<file path="src/rtl/sigmoid_uart_requester.sv">
// -----------------------------------------------------------------------------
// sigmoid_uart_requester
//
// Host-side initiator for the sigmoid-over-UART link. The block accepts one
// operand on a valid/ready port and sends it MSB byte first through a uart_core
// transmitter. It then collects the response bytes LSB byte first into
// o_rsp_data. The result is reported with a one-cycle o_rsp_valid pulse. If the
// line goes quiet for too long, a one-cycle o_rsp_timeout pulse is raised
// instead.
//
// Ports
//   i_clk            system clock
//   i_reset          synchronous, active-high reset
//   i_req_valid      request present
//   o_req_ready      high only while idle
//   i_req_operand    operand, latched on the handshake
//   o_rsp_valid      one-cycle pulse: o_rsp_data complete
//   o_rsp_timeout    one-cycle pulse: response aborted
//   o_rsp_data       assembled response, held until the next request starts
//   o_busy           high whenever a transaction is in progress
//   o_tx_start       one-cycle start pulse to uart_core
//   o_tx_data        byte to send, valid with o_tx_start
//   i_tx_busy        uart_core transmitter busy
//   i_rx_done_tick   one-cycle byte-received strobe
//   i_rx_data        received byte, valid with i_rx_done_tick
// -----------------------------------------------------------------------------
module sigmoid_uart_requester #(
    parameter int NUM_TX_BYTES   = 2,
    parameter int NUM_RX_BYTES   = 6,
    parameter int BUSY_SETTLE    = 3,
    parameter int TIMEOUT_CYCLES = 1000000
) (
    input  logic                      i_clk,
    input  logic                      i_reset,
    input  logic                      i_req_valid,
    output logic                      o_req_ready,
    input  logic [8*NUM_TX_BYTES-1:0] i_req_operand,
    output logic                      o_rsp_valid,
    output logic                      o_rsp_timeout,
    output logic [8*NUM_RX_BYTES-1:0] o_rsp_data,
    output logic                      o_busy,
    output logic                      o_tx_start,
    output logic [7:0]                o_tx_data,
    input  logic                      i_tx_busy,
    input  logic                      i_rx_done_tick,
    input  logic [7:0]                i_rx_data
);

    localparam int TXW    = 8 * NUM_TX_BYTES;
    localparam int RXW    = 8 * NUM_RX_BYTES;
    localparam int TX_CW  = $clog2(NUM_TX_BYTES + 1);
    localparam int RX_CW  = $clog2(NUM_RX_BYTES + 1);
    localparam int SET_CW = (BUSY_SETTLE > 0) ? $clog2(BUSY_SETTLE + 1) : 1;
    localparam int TO_W   = 20;

    localparam logic [TX_CW-1:0]  TX_LAST    = TX_CW'(NUM_TX_BYTES);
    localparam logic [RX_CW-1:0]  RX_LAST    = RX_CW'(NUM_RX_BYTES - 1);
    localparam logic [SET_CW-1:0] SETTLE_END = SET_CW'(BUSY_SETTLE);
    localparam logic [TO_W-1:0]   TO_LAST    = TO_W'(TIMEOUT_CYCLES - 1);

    typedef enum logic [2:0] {
        S_IDLE    = 3'd0,
        S_SETTLE  = 3'd1,
        S_SEND    = 3'd2,
        S_RECV    = 3'd3,
        S_DONE    = 3'd4,
        S_DONE_TO = 3'd5
    } state_t;

    state_t             r_state,       w_state_next;
    logic [SET_CW-1:0]  r_settle,      w_settle_next;
    logic [TX_CW-1:0]   r_tx_cnt,      w_tx_cnt_next;
    logic [RX_CW-1:0]   r_rx_cnt,      w_rx_cnt_next;
    logic [TO_W-1:0]    r_to_cnt,      w_to_cnt_next;
    logic [TXW-1:0]     r_shift,       w_shift_next;
    logic [RXW-1:0]     r_rsp_data,    w_rsp_data_next;
    logic [7:0]         r_tx_data,     w_tx_data_next;
    logic               r_tx_start,    w_tx_start_next;
    logic               r_rsp_valid,   w_rsp_valid_next;
    logic               r_rsp_timeout, w_rsp_timeout_next;
    logic               r_req_ready,   w_req_ready_next;
    logic               r_busy,        w_busy_next;

    always_ff @(posedge i_clk) begin
        if (i_reset) begin
            r_state       <= S_IDLE;
            r_settle      <= '0;
            r_tx_cnt      <= '0;
            r_rx_cnt      <= '0;
            r_to_cnt      <= '0;
            r_shift       <= '0;
            r_rsp_data    <= '0;
            r_tx_data     <= '0;
            r_tx_start    <= 1'b0;
            r_rsp_valid   <= 1'b0;
            r_rsp_timeout <= 1'b0;
            r_req_ready   <= 1'b1;
            r_busy        <= 1'b0;
        end else begin
            r_state       <= w_state_next;
            r_settle      <= w_settle_next;
            r_tx_cnt      <= w_tx_cnt_next;
            r_rx_cnt      <= w_rx_cnt_next;
            r_to_cnt      <= w_to_cnt_next;
            r_shift       <= w_shift_next;
            r_rsp_data    <= w_rsp_data_next;
            r_tx_data     <= w_tx_data_next;
            r_tx_start    <= w_tx_start_next;
            r_rsp_valid   <= w_rsp_valid_next;
            r_rsp_timeout <= w_rsp_timeout_next;
            r_req_ready   <= w_req_ready_next;
            r_busy        <= w_busy_next;
        end
    end

    // Pulse outputs are computed for the state being entered, so they are
    // high exactly while the registered state is SEND / DONE / DONE_TO.
    always_comb begin
        w_state_next       = r_state;
        w_settle_next      = r_settle;
        w_tx_cnt_next      = r_tx_cnt;
        w_rx_cnt_next      = r_rx_cnt;
        w_to_cnt_next      = r_to_cnt;
        w_shift_next       = r_shift;
        w_rsp_data_next    = r_rsp_data;
        w_tx_data_next     = r_tx_data;
        w_tx_start_next    = 1'b0;
        w_rsp_valid_next   = 1'b0;
        w_rsp_timeout_next = 1'b0;

        case (r_state)
            S_IDLE: begin
                if (i_req_valid) begin
                    w_shift_next    = i_req_operand;
                    w_rsp_data_next = '0;
                    w_settle_next   = '0;
                    w_tx_cnt_next   = '0;
                    w_rx_cnt_next   = '0;
                    w_to_cnt_next   = '0;
                    w_state_next    = S_SETTLE;
                end
            end

            S_SETTLE: begin
                // Give uart_core time to raise tx_busy before trusting it low.
                if (r_settle != SETTLE_END) begin
                    w_settle_next = r_settle + SET_CW'(1);
                end else if (!i_tx_busy) begin
                    w_state_next    = S_SEND;
                    w_tx_start_next = 1'b1;
                    w_tx_data_next  = r_shift[TXW-1 -: 8];
                    w_shift_next    = r_shift << 8;
                    if (r_tx_cnt != TX_LAST) begin
                        w_tx_cnt_next = r_tx_cnt + TX_CW'(1);
                    end
                end
            end

            S_SEND: begin
                if (r_tx_cnt == TX_LAST) begin
                    w_rx_cnt_next = '0;
                    w_to_cnt_next = '0;
                    w_state_next  = S_RECV;
                end else begin
                    w_settle_next = '0;
                    w_state_next  = S_SETTLE;
                end
            end

            S_RECV: begin
                // A byte arriving on the expiry cycle takes priority.
                if (i_rx_done_tick) begin
                    for (int i = 0; i < NUM_RX_BYTES; i++) begin
                        if (r_rx_cnt == RX_CW'(i)) begin
                            w_rsp_data_next[8*i +: 8] = i_rx_data;
                        end
                    end
                    w_rx_cnt_next = r_rx_cnt + RX_CW'(1);
                    w_to_cnt_next = '0;
                    if (r_rx_cnt == RX_LAST) begin
                        w_state_next     = S_DONE;
                        w_rsp_valid_next = 1'b1;
                    end
                end else if (r_to_cnt == TO_LAST) begin
                    w_state_next       = S_DONE_TO;
                    w_rsp_timeout_next = 1'b1;
                end else begin
                    w_to_cnt_next = r_to_cnt + TO_W'(1);
                end
            end

            S_DONE:    w_state_next = S_IDLE;
            S_DONE_TO: w_state_next = S_IDLE;
            default:   w_state_next = S_IDLE;
        endcase

        w_req_ready_next = (w_state_next == S_IDLE);
        w_busy_next      = (w_state_next != S_IDLE);
    end

    assign o_req_ready   = r_req_ready;
    assign o_rsp_valid   = r_rsp_valid;
    assign o_rsp_timeout = r_rsp_timeout;
    assign o_rsp_data    = r_rsp_data;
    assign o_busy        = r_busy;
    assign o_tx_start    = r_tx_start;
    assign o_tx_data     = r_tx_data;

endmodule

</file>
<file path="config.mk">
export PLATFORM = sky130hd
export DESIGN_NAME = sigmoid_uart_requester
export DESIGN_NICKNAME = d
export VERILOG_FILES = /design/src/rtl/sigmoid_uart_requester.sv
export SDC_FILE = /design/constraint.sdc
export NUM_CORES = 1
export LEC_CHECK = 0
export CORE_MARGIN = 1
export CORE_UTILIZATION = 51
export DETAILED_ROUTE_END_ITERATION = 10
export GPL_TIMING_DRIVEN = 0
export PLACE_DENSITY = 0.79
export SETUP_SLACK_MARGIN = 0.15
export SLEW_MARGIN = 10
export SYNTH_ARGS = -nofsm -noshare
export SYNTH_HDL_FRONTEND = slang
export SYNTH_SLANG_ARGS = --single-unit
</file>
<file path="constraint.sdc">
create_clock -name i_clk -period 2.4 [get_ports i_clk]
set_clock_uncertainty 0.1 [all_clocks]
set_input_delay 0.48 -clock i_clk [delete_from_list [all_inputs] [get_ports i_clk]]
set_output_delay 0.48 -clock i_clk [all_outputs]
set_load 0.02 [all_outputs]
</file>
# == After elaboration in Yosys (flattened, before gate mapping) ==
# Cells that the tools add are included.
# op_classes
n_addsub,4
n_eq_ne,27
n_mux,41
n_bitwise,5
reduce_logical,23
# ops
cell,n
$mux 48,2
$pmux 48 s2,1
$mux 20,4
$pmux 20 s3,1
$mux 16,3
$mux 8,6
$reduce_and 4->1,10
$ne 2x2->1 const B,16
$pmux 16 s2,1
$mux 3,9
$add 20x1->20 const B,1
$eq 20x20->1 const B,1
$mux 2,7
$eq 3x2->1 const B,4
$pmux 3 s4,1
$logic_not 3->1,3
$pmux 3 s3,1
$reduce_bool 3->1,3
$reduce_or 3->1,3
$eq 3x1->1 const B,2
$eq 3x3->1 const B,2
$pmux 2 s3,1
$not 1->1,5
$reduce_and 5->1,1
other kinds (8),12
# totals
regBits,107
out_inout_bits,61
elab_cells,118

# == Depth between registers and ports, before layout ==
# Gate-level depths: netlist (run 1).
# logic_depth
depth_word,5
ltp_mapped,8
depth_no_buf,7

# == Worst setup path after synthesis (run 1) ==
# Ideal clock, no wire load.
# synth_path
path_type,register to register
start,register r_tx_cnt[0]
end,register r_to_cnt[2]
arrival_ps,1627
required_time_ps,2228
path_slack_ps,602
stages_incl_launch_ff,8
period_less_slack_ps,1798
path_cell_list,dfxtp_1 inv_1 ha_1 or2_1 a31o_4 a21oi_1 nand2_1 mux2i_1
# synth_between
elab_chain_cells,3
# synth_lines
item,line_no,text
"start, declared",72,"logic [TX_CW-1:0] r_tx_cnt, w_tx_cnt_next;"
"start signal, assigned",102,r_tx_cnt <= w_tx_cnt_next;
$eq 2x2->1,160,if (r_tx_cnt == TX_LAST) begin
$ne 2x2->1 (no source line),-,
$reduce_and 4->1 (no source line),-,
"end signal, assigned",104,r_to_cnt <= w_to_cnt_next;
"end, declared",74,"logic [TO_W-1:0] r_to_cnt, w_to_cnt_next;"
# Every way passes these cells.
# A chain may end at the register's enable or synchronous reset.

# == Worst setup path in the final report (run 1) ==
# layout_path
start,input port i_req_valid
end,"register r_rsp_data[11], in the netlist o_rsp_data[11]"
# layout_between
elab_chain_cells,2
# layout_lines
item,line_no,text
"start, declared",35,"input logic i_req_valid,"
$ne 2x2->1 (no source line),-,
$reduce_and 4->1 (no source line),-,
"end signal, assigned",106,r_rsp_data <= w_rsp_data_next;
"end, declared",76,"logic [RXW-1:0] r_rsp_data, w_rsp_data_next;"
# Every way passes these cells.

==> metrics, run 1 <==
vias in the first global route 3627; WS Path Type input port to flop; Rows 33; critical path capture point o_rsp_data[11]; Max-slew headroom 0.608; core area 8380 um2; commonest cells after routing, fill and taps aside dfxtp_1 (107), clkdlybuf4s50_1 (87), nand2_1 (60); CTS H-Tree Depth 3; Fin. Hold Viols 0; final setup violation count 0; fraction of layout cells with a size suffix above 1 0.0719; Slew Viols, Final 0; Cells after DPL 672; pwr/cell area 553 nW/um2; n_diodes 0; CP startpoint kind input port; average size of a mapped cell 9.36 um2; ys async rst share 0; wire per inst 15.3 um; initial drt markers 174; Peak supply drop 0.287 mV; worst-skew pair later-pin latency 0.37 ns; fin crit period 2.10 ns; Clock Tree Root clkbuf_8; non-filler cells, final 689; MaxCap Viol Count 0; Final ANT Viol Nets 0; first-pass iteration count of the detailed router 5; ranking of synthesized cells by area dfxtp_1 (48%), mux2i_1 (8.7%), nand2_1 (5.0%), nor2_1 (4.7%), a32o_1 (3.6%); Setup WS pre-CTS -0.231 ns; Worst Hold Class flop to flop; Critical Path RT 2.56 ns; fill count 693; clock-pin transition on the worst setup and hold timing paths 0.10 ns; synth unique cells 52; IO Port Bufs 87; via count 3836; Die Y 95.8 um; Pwr Total 3.16 mW; post-synth top area share 0.477; Initial Utilization 0.536; status finished clean; Worst Max-Slew Pin Slew 0.587 ns; largest net degree at the start of global routing 19; largest area contributor in the netlist dfxtp_1; Via density 5.57; area of the multi-input gates 2190 um2; reg-to-reg endpoint r_to_cnt[4]; R2R setup slack 0.33 ns; CP Data Arrival Time 2.26 ns; All-Layer GR Usage 0.240; clock buffer depth 2; total clock sinks 107; EDFF count, synth 0; Synth Cell Area 4490 um2; PnR worst setup slack 0.302 ns; Synthesis Warnings 0; Post-Synthesis Cells 480; Syn Nets 517; Die W 95.8 um; FF+latch area 2140 um2; final net count 616; DRC 0; crit path from i_req_valid; worst r2r src r_tx_cnt[0]; Detail Placement HPWL 7.91 mm; post-synthesis sequential element count 107; Top Ports 90; hold_ws 0.366 ns; unrepaired setup endpoints after global routing false; first-pass GRT wire length 17.1 mm; R2R cell count 7; CP max FO 8; TritonCTS Buffers 9; die area 9180 um2; most common cell after layout, fill and taps aside dfxtp_1; Core Util, Final 0.681; CTS tree built; Max Clk Rate 477 MHz; initial antenna violation count 0; CP Capture Type flop; DRT Wirelength 10.5 mm; P_leak 2.12 nW; Layout area overhead 27.0%; Post-synth top flop dfxtp_1; GRT overflow 0; routability congestion estimate 0.851; Final Cycle Share 0.874; sequential-to-total area share from yosys stat 0.477
-- sequential cells by signal, summed over array words and instances, names as in the netlist --
name / count
r_to_cnt: 20
r_state: 3
o_rsp_data: 48
o_tx_data: 8
r_shift: 16
r_rx_cnt: 3
o_tx_start: 1
o_rsp_valid: 1
r_tx_cnt: 2
o_busy: 1
o_rsp_timeout: 1
r_settle: 2
o_req_ready: 1
-- cells by family (layout without fill, tap and decap cells) --
| logic type | count (synthesis) | count (layout) | share of synthesized area |
|---|---|---|---|
| simple gates | 196 | 196 | 0.215 |
| mux | 39 | 39 | 0.0869 |
| xor+xnor | 10 | 10 | 0.0195 |
| buf+inv | 39 | 143 | 0.0376 |
| compound gates | 81 | 81 | 0.142 |
| fa+ha+maj | 8 | 8 | 0.0223 |
| flops | 107 | 107 | 0.477 |
-- cell type report --
| type | count | area share |
|---|---|---|
| multi-input combinational | 334 | 0.384 |
| sequential | 107 | 0.376 |
| timing repair buffer | 88 | 0.154 |
| clock buffer | 11 | 0.0265 |
| tap | 105 | 0.0230 |
| buffer | 26 | 0.0211 |
| inverter | 13 | 0.00855 |
| clock inverter | 5 | 0.00768 |
-- synthesized netlist by cell type, drive strengths merged (4+ instances only) --
cell type and instances:
a311oi 8, and4 4, mux2i 39, ha 8
inv 12, o21ai 11, a31oi 5, a32o 16
a21oi 18, a22oi 10, nor2 60, o2bb2ai 7
or3 4, xnor2 10, nand3 20, dfxtp 107
and2 7, nor3 13, clkbuf 14, buf 12
nand2b 7, nand2 60
-- timing repair --
action,4_1_cts,5_1_grt
setup buffers,0,1
hold buffers,0,0
gates resized for setup,0,2
endpoints found under the setup margin,0,17
hold endpoints to repair,0,0
-- worst min-delay path by stage --
stage	start	endpoint	cells past startpoint
after floorplan	r_settle[1]	r_settle[1]	2
after global placement	r_settle[1]	r_settle[1]	2
after detailed placement	o_rsp_data[37]	o_rsp_data[37]	2
after CTS	o_rsp_data[37]	o_rsp_data[37]	2
after global routing	o_rsp_data[37]	o_rsp_data[37]	2
final	o_rsp_data[37]	o_rsp_data[37]	2
-- worst max-delay path, cell delays in order --
cell and delay [ns]:
clkdlybuf4s50_1 0.49, or3_1 0.40, o21ai_1 0.12, nand2_1 0.11
and2_1 0.15, clkbuf_1 0.20, a32o_1 0.31
-- layer usage --
layer | track usage | vias to the layer above | wire [um]
li1 | - | 1898 | -
met1 | 0.312 | 1835 | 4790
met2 | 0.412 | 93 | 5140
met4 | 0.0746 | 0 | 122
met5 | 0 | - | 0
met3 | 0.0340 | 10 | 483
-- power by group --
part / leakage [nW] / switching (mW) / total (mW) / internal (mW)
clock network: 0.0941 / 0.629 / 1.08 / 0.447
registers: 0.865 / 0.0150 / 1.81 / 1.80
logic: 1.16 / 0.153 / 0.267 / 0.114
total: 2.12 / 0.797 / 3.16 / 2.36
-- stage by stage --
stage / setup TNS, ns / area, um2
2_1_floorplan: 0 / 4490
3_3_place_gp: -3.33 / 5490
3_5_place_dp: -4.72 / 5490
4_1_cts: 0 / 5690
5_1_grt: 0 / 5700
6_report: 0 / 5700
(Power assumes the default switching activity.)
==> inputs of run 2 (changes only) <==
Settings changed: CELL_PAD_IN_SITES_DETAIL_PLACEMENT set to 0, CELL_PAD_IN_SITES_GLOBAL_PLACEMENT set to 2, CORE_UTILIZATION 51 to 31, PLACE_DENSITY 0.79 to 0.9, RECOVER_POWER set to 100.
==> run 2 against run 1 <==
Die area grew 63%; register-to-register slack is essentially flat; worst hold slack lost 0.011 ns; total power grew 14%; cell count grew 11%; critical path depth is the same; clock-buffer cell count shrank 1; maximum frequency shrank 7.0%; critical path type unchanged; critical endpoint is now o_rsp_data[10]; highest routed layer unchanged.
==> metrics, run 2 (synthesis results as in run 1) <==
Worst Hold Class flop to flop; fill count 1336 (+93%); status finished clean; wire per inst 14.7 um (-4.1%); MaxCap Viol Count 0 (unchanged); first-pass GRT wire length 18.0 mm (+5.4%); Detail Placement HPWL 8.33 mm (+5.4%); unrepaired setup endpoints after global routing false; FF+latch area 2140 um2 (unchanged); Initial Utilization 0.321 (-0.215); Critical Path RT 2.54 ns (-0.02 ns); Clock Tree Root clkbuf_16; non-filler cells, final 764 (+11%); Max Clk Rate 443 MHz (-7.0%); R2R setup slack 0.34 ns (about the same); Peak supply drop 0.327 mV (+14%); Max-slew headroom 0.595 (-0.0138); CP max FO 8 (unchanged); DRC 0 (unchanged); Cells after DPL 747 (+11%); Worst Max-Slew Pin Slew 0.608 ns (+0.0208 ns); final setup violation count 0 (unchanged); Die Y 122 um (+28%); core area 14000 um2 (+67%); reg-to-reg endpoint r_to_cnt[4]; Final Cycle Share 0.940 (+0.0662); fraction of layout cells with a size suffix above 1 0.0719 (unchanged); crit path from i_req_valid; WS Path Type input port to flop; hold_sp o_rsp_data[43]; All-Layer GR Usage 0.155 (-0.0856); die area 15000 um2 (+63%); Final ANT Viol Nets 0 (unchanged); max reg flops 48 (unchanged); clock-pin transition on the worst setup and hold timing paths 0.07 ns (-0.03 ns); worst r2r src r_tx_cnt[0]; first-pass iteration count of the detailed router 4 (-1); routability congestion estimate 0.754 (-11%); P_leak 2.38 nW (+13%); via count 3765 (-1.9%); fin crit period 2.26 ns (+0.159 ns); vias in the first global route 3612 (-0.41%); CP Capture Type flop; Layout area overhead 31.5%; Slew Viols, Final 0 (unchanged); Die W 122 um (+28%); clock buffer depth 2 (unchanged); DRT Wirelength 11.2 mm (+6.4%); R2R cell count 7 (unchanged); biggest cell delay along the critical path 0.61 ns (+0.12 ns); Worst Hold End o_rsp_data[43]; largest net degree at the start of global routing 19 (unchanged); CTS H-Tree Depth 3 (unchanged); worst-skew pair later-pin latency 0.35 ns (-0.02 ns); area of the multi-input gates 2180 um2 (-0.40%); Rows 43 (+30%); IO Port Bufs 87 (unchanged); CP Data Arrival Time 2.39 ns (+0.13 ns); commonest cells after routing, fill and taps aside dfxtp_1 (107), dlygate4sd3_1 (62), nand2_1 (60); CTS tree built; most common cell after layout, fill and taps aside dfxtp_1; GRT overflow 0 (unchanged); Fin. Hold Viols 0 (unchanged); worst path cell trace dlygate4sd3_1 > or3_1 > o21ai_1 > nand2_1 > and2_1 > clkbuf_1 > a32o_1; Slowest-stage cell, CP dlygate4sd3_1; final net count 616 (unchanged); hold_ws 0.354 ns (-0.0113 ns); Top Ports 90 (unchanged); initial antenna violation count 0 (unchanged); total clock sinks 107 (unchanged); initial drt markers 291 (+67%); WHS Path Cells 2 (unchanged); TritonCTS Buffers 9 (unchanged); CP startpoint kind input port; pwr/cell area 611 nW/um2 (+10%); Via density 4.93 (-11%); n_diodes 0 (unchanged)
-- run 2: worst max path at each step --
| stage | end |
|---|---|
| after detailed placement | r_to_cnt[16] |
| after global placement | r_to_cnt[19] |
| after global routing | o_rsp_data[10] |
| after CTS | r_to_cnt[12] |
| final | o_rsp_data[10] |
| after floorplan | r_to_cnt[2] |
-- run 2: timing repair --
action / in CTS / in global routing
pin swaps: 0 / 0
buffers inserted: 1 / 0
hold buffers: 0 / 0
endpoints found under the hold margin: 0 / 0
resized for setup: 1 / 2
endpoints found under the setup margin: 13 / 10
-- run 2: layout make-up --
type | count | area share
clock inverter | 6 | 0.0123
tap | 180 | 0.0381
inverter | 13 | 0.00826
buffer | 26 | 0.0203
clock buffer | 10 | 0.0405
timing repair buffer | 88 | 0.149
sequential | 107 | 0.363
multi-input combinational | 334 | 0.369
-- run 2: routing by layer --
layer  wire, um  track usage  up-vias
li1           -            -     1907
met1       5400        0.197     1751
met2       5100        0.257       94
met3        525       0.0228       13
met4        185       0.0701        0
met5          0            0        -
-- run 2: report_power, final --
| part | internal [mW] | total, mW | switching, mW |
|---|---|---|---|
| Sequential | 1.80 | 1.81 | 0.0148 |
| Clock | 0.847 | 1.53 | 0.684 |
| Combinational | 0.112 | 0.266 | 0.154 |
-- run 2: stage by stage --
step / area, um2 / util / TNS (ns) / setup slack [ns] / power [mW]
2_1_floorplan: 4490 / - / 0 / 0.602 / 2.01
3_3_place_gp: 5590 / 0.399 / -6.22 / -0.277 / 2.12
3_5_place_dp: 5590 / 0.399 / -6.94 / -0.309 / 2.12
4_1_cts: 5910 / 0.423 / 0 / 0.158 / 3.65
5_1_grt: 5910 / 0.422 / 0 / 0.0771 / 3.75
6_report: 5910 / 0.422 / 0 / 0.143 / 3.61
-- run 2: worst max-delay path, delay by kind of cell --
kind,cells,cell delay (ns)
compound gates,2,0.43
simple gates,3,0.65
buf+inv,2,0.82
